### config.mk
export PLATFORM = sky130hd
export DESIGN_NAME = approx_mul_4x4
export DESIGN_NICKNAME = d
export VERILOG_FILES = /design/src/rtl/approx_mul_pkg.sv /design/src/rtl/approx_mul_2x2.sv /design/src/rtl/approx_mul_4x4.sv
export SDC_FILE = /design/constraint.sdc
export NUM_CORES = 1
export LEC_CHECK = 0
export CAP_MARGIN = 20
export CORE_ASPECT_RATIO = 1.1
export CORE_MARGIN = 4
export CORE_UTILIZATION = 35
export DETAILED_ROUTE_END_ITERATION = 6
export GPL_ROUTABILITY_DRIVEN = 0
export HOLD_SLACK_MARGIN = 0.15
export PLACE_DENSITY = 0.68
export SYNTH_ARGS = -nofsm -noshare
export SYNTH_HDL_FRONTEND = slang
export SYNTH_SLANG_ARGS = --single-unit
### constraint.sdc
create_clock -name clk -period 0.8 [get_ports clk]
set_input_delay 0.08 -clock clk [delete_from_list [all_inputs] [get_ports clk]]
set_output_delay 0.08 -clock clk [all_outputs]
set_load 0.01 [all_outputs]
### src/rtl/approx_mul_pkg.sv
// Shared widths, types and constants for the 4x4 approximate multiplier.
// Optional error-magnitude output is enabled with macro APPROX_MUL_ERR_MON_EN.
package approx_mul_pkg;

    localparam int OP_W  = 4;
    localparam int RES_W = 8;
    localparam int BLK_W = 2;

    typedef logic [OP_W-1:0]  op_t;
    typedef logic [RES_W-1:0] res_t;

    // Value produced by an approximate 2x2 block for 3*3 (true value is 9).
    localparam logic [2:0] APPROX_33 = 3'd7;

    // Left-shift applied to the partial product of block idx.
    // Block order: 0=AL*BL, 1=AL*BH, 2=AH*BL, 3=AH*BH.
    function automatic int blk_shift(input int idx);
        return ((idx >> 1) + (idx & 1)) * BLK_W;
    endfunction

endpackage

### src/rtl/approx_mul_2x2.sv
// 2x2-bit multiplier block, exact or approximate (3*3 -> 7) by parameter.
module approx_mul_2x2
    import approx_mul_pkg::*;
#(
    parameter bit EXACT = 1'b0
) (
    input  logic [BLK_W-1:0] x,
    input  logic [BLK_W-1:0] y,
    output logic [3:0]       p
);

    logic [3:0] prod_full;

    assign prod_full = {2'b00, x} * {2'b00, y};

    generate
        if (EXACT) begin : g_exact
            assign p = prod_full;
        end else begin : g_approx
            // Only 3*3 overflows three bits; replace it so the block stays 3 bits wide.
            assign p = ((x == 2'd3) && (y == 2'd3)) ? {1'b0, APPROX_33} : prod_full;
        end
    endgenerate

endmodule

### src/rtl/approx_mul_4x4.sv
// Unsigned 4x4 approximate multiplier built from four 2x2 blocks, registered output.
// Optional macro APPROX_MUL_ERR_MON_EN adds err_mag = A*B - result, registered alongside.
module approx_mul_4x4
    import approx_mul_pkg::*;
#(
    parameter logic [3:0] EXACT_BLOCKS = 4'b0000
) (
    input  logic       clk,
    input  logic       rst_n,
    input  logic       in_valid,
    input  logic [3:0] A,
    input  logic [3:0] B,
    output logic       out_valid,
    output logic [7:0] result
`ifdef APPROX_MUL_ERR_MON_EN
    ,
    output logic [7:0] err_mag
`endif
);

    logic [BLK_W-1:0] a_hi;
    logic [BLK_W-1:0] a_lo;
    logic [BLK_W-1:0] b_hi;
    logic [BLK_W-1:0] b_lo;

    logic [3:0] blk_p  [4];
    res_t       pp     [4];

    res_t product_next;
    res_t result_reg;
    logic valid_reg;

    assign a_hi = A[3:2];
    assign a_lo = A[1:0];
    assign b_hi = B[3:2];
    assign b_lo = B[1:0];

    // Block gi uses A half gi[1] and B half gi[0]; weight follows from the halves used.
    generate
        for (genvar gi = 0; gi < 4; gi++) begin : g_blk
            approx_mul_2x2 #(
                .EXACT (EXACT_BLOCKS[gi])
            ) u_blk (
                .x (((gi >> 1) != 0) ? a_hi : a_lo),
                .y (((gi & 1) != 0)  ? b_hi : b_lo),
                .p (blk_p[gi])
            );
            assign pp[gi] = res_t'(blk_p[gi]) << blk_shift(gi);
        end
    endgenerate

    // Exact full-width sum of the shifted partial products.
    always_comb begin
        product_next = pp[0] + pp[1] + pp[2] + pp[3];
    end

    // Output register: capture on in_valid, otherwise hold result and drop valid.
    always_ff @(posedge clk or negedge rst_n) begin
        if (!rst_n) begin
            valid_reg  <= 1'b0;
            result_reg <= '0;
        end else begin
            valid_reg <= in_valid;
            if (in_valid) begin
                result_reg <= product_next;
            end
        end
    end

    assign out_valid = valid_reg;
    assign result    = result_reg;

`ifdef APPROX_MUL_ERR_MON_EN
    res_t err_next;
    res_t err_reg;

    // Approximation never overestimates, so the difference is non-negative.
    always_comb begin
        err_next = ({4'b0000, A} * {4'b0000, B}) - product_next;
    end

    // Error register tracks the result register's capture/hold behaviour.
    always_ff @(posedge clk or negedge rst_n) begin
        if (!rst_n) begin
            err_reg <= '0;
        end else if (in_valid) begin
            err_reg <= err_next;
        end
    end

    assign err_mag = err_reg;
`endif

endmodule

==> results.yml, run 1 <==
yosys:
  synth-async-reset-ratio_pct: 100
  synth_edf_count: 0
  synthMuxAreaShare_pct: 8.33
  synth-compound-area-share_pct: 4.91
  synth_top_family_by_area: "adder cells"
  synth_ff_type: "dfrtp_1"
  yosysTopAreaCellShare_pct: 26.8
  ys_seq_area_share_pct: 26.8
  yosysMostFrequentCell: "and2_1"
  synth_xor_area_share_pct: 3.12
  synthAdderAreaFrac_pct: 29.8
  synth_warnings: 0
  syn_nets: 114
  synthTopCellsByCount: "and2_1 (16), ha_1 (12), inv_1 (10)"
  synthTopCellsByArea: "dfrtp_1 (27%), ha_1 (18%), and2_1 (12%)"
  synth_cell_types: 20
  postSynthCellCount: 86
  synth_seq_cells: 9
  synthesis.area_sq_um: 841
  yosysTopAreaCell: "dfrtp_1"
  synthSimpleGateAreaFrac_pct: 22.0
  avgSynthCellArea_sq_um: 9.78
floorplanning:
  die_area_sq_um: 3250
  die_h_microns: 59.4
  die_width_microns: 54.7
  ioPinCount: 20
  core_sq_um: 2270
  start_util_pct: 37.0
  rows: 18
grt:
  grt_max_degree: 10
  grt.met2_usage_pct: 26.7
  grt_pass1_wl_microns: 3250
  overflow: 0
  grt_pass1_vias: 823
  met1_usage_pct: 14.2
  antenna_found_initial: 0
  grt.met3_usage_pct: 1.51
  top_usage_layer: "met2"
  grt_util_all_layers_pct: 13.6
pwr:
  p_per_area_nw_per_um2: 1410
  vdd_drop_max_mv: 0.845
  leakage_nw: 0.721
cells_and_area:
  antennaDiodeCount: 0
  fillCellCount: 184
  multi_input_area_sq_um: 778
  drive_gt1_share_pct: 63.4
  register_area_sq_um: 225
  nNetsFinal: 163
  largest_reg_flops: 8
  instances_no_fill: 164
  utilization_pct: 64.7
  area_growth_pct: 75.1
timing:
  slew_headroom_pct: 88.4
  fin_hold_ws_ps: 165
  finalSetupTns_ps: -6630
  finalCriticalPeriod_ps: 2150
  rsz0062_at_grt: "yes"
  finalSetupViolCount: 16
  hold_viol_final: 0
  fin_skew_ps: 0
  fin_ws_ps: -1350
  worst_pin_slew_ps: 174
  fmax_ghz: 0.465
  finalCritPeriodShare_pct: 269
  final_max_slew_viol_count: 0
place:
  post-dp-hpwl_microns: 1530
  dp_cells: 158
  io_buffers: 19
  pre_cts_ws_ps: -2140
worst_setup_path:
  critPathSlowestCell: "fa_2"
  crit_chain: "buf_8 > and2_4 > ha_4 > ha_4 > nor2_4 > fa_2 > fa_2 > nand2b_4 > a21oi_2 > xnor2_1 > mux2_4"
  cp.arrival_ps: 2300
  crit_path_end_kind: "register"
  critPathKind: "input port to register"
  path_max_fanout: 4
  required_ps: 940
  cpPeakStageDelay_ps: 470
  startpoint_type: "input port"
run:
  drv_cap: 0
clocking:
  cts_root_buf: "clkbuf_4"
  cts.path.max_buffers: 2
  tritoncts: "built"
  cts_sinks: 9
  insertion_delay_ps: 250
  cts_buffers: 3
  path_clk_slew_ps: 60
  cts-htree-levels: 1
route:
  post_drt_via_cell_ratio: 4.41
  dr.pass1.iters: 2
  drt_iter0_markers: 4
  vias: 723
  ant_nets: 0
  wl_per_cell_microns: 11.3
  drc_errors: 0
  wirelength_microns: 1850
outcome:
  violations: "negative setup slack"
  status: "finished, violations left"
hold_path:
  min_path_type: "input port to register"
[path summary, 6_finish.rpt]
path | from | endpoint | slack (ps) | cells past startpoint
max in group asynchronous | rst_n | result[4] | 480 | 2
worst max register to register | result[3] | result[3] | -70 | 2
worst min-delay path | B[0] | result[0] | 160 | 4
worst min register to register | result[6] | result[6] | 590 | 2
worst max-delay path | B[1] | result[7] | -1350 | 11
min in group asynchronous | rst_n | out_valid | 220 | 2
[power breakdown]
part	switching, mW	internal [mW]
registers	0.0488	0.561
logic	0.452	0.672
clock network	0.146	0.191
[cells in the final DEF (no fill, tap or decap), drive strengths merged]
| cell type | n |
|---|---|
| a21o | 1 |
| a21oi | 3 |
| a31oi | 1 |
| and2 | 16 |
| buf | 43 |
| clkbuf | 4 |
| clkdlybuf4s50 | 1 |
| dfrtp | 9 |
| dlygate4sd3 | 1 |
| fa | 5 |
| ha | 12 |
| inv | 10 |
| mux2 | 5 |
| mux2i | 1 |
| nand2 | 3 |
| nand2b | 5 |
| nand3 | 2 |
| nand4 | 1 |
| nor2 | 7 |
| o21ai | 1 |
| xnor2 | 3 |
[final cells by class]
class	count	area share, %
tap	30	2.55
inverter	10	2.55
timing repair buffer	45	25.0
sequential	9	15.3
multi-input combinational	66	52.8
clock buffer	4	1.78
[routing by layer]
| metal | wire, microns | vias to the layer above |
|---|---|---|
| met2 | 973 | 19 |
| met5 | 0 | - |
| met1 | 765 | 327 |
| met3 | 88 | 2 |
| li1 | - | 375 |
| met4 | 23 | 0 |
[worst max-delay path: cells and delay by family]
kind	cells	cell delay, ps
AOI/OAI and AO/OA	1	120
xor gates and xnor gates	1	80
adders and majority gates	4	1280
buffers and inverters	1	100
muxes	1	250
and+or+nand+nor	3	390
[repair_timing]
item / 4_1_cts / 5_1_grt
hold endpoints to repair: 9 / 0
gates cloned: 0 / 0
setup buffers: 1 / 2
gates resized for setup: 91 / 7
hold buffers: 1 / 0
setup endpoints to repair: 16 / 26
pin swaps: 25 / 9
[cells by family after synthesis]
| family | Yosys count |
|---|---|
| buffers and inverters | 11 |
| DFF | 9 |
| and+or+nand+nor | 34 |
| xor gates and xnor gates | 3 |
| muxes | 6 |
| adders and majority gates | 17 |
| AOI/OAI and AO/OA | 6 |
[metrics by stage]
stage | instance area, sq um | power [mW]
after floorplan | 971 | 1.14
after global placement | 1390 | 1.67
after detailed placement | 1390 | 1.69
after CTS | 1450 | 2.05
after global routing | 1470 | 2.24
final | 1470 | 2.07
(Power assumes the default switching activity.)
==> run 2: changes to the inputs <==
CAP_MARGIN = 10   (was 20)
==> results of run 2 <==
No change in the layout: final DEF, timing and power equal those of run 1.
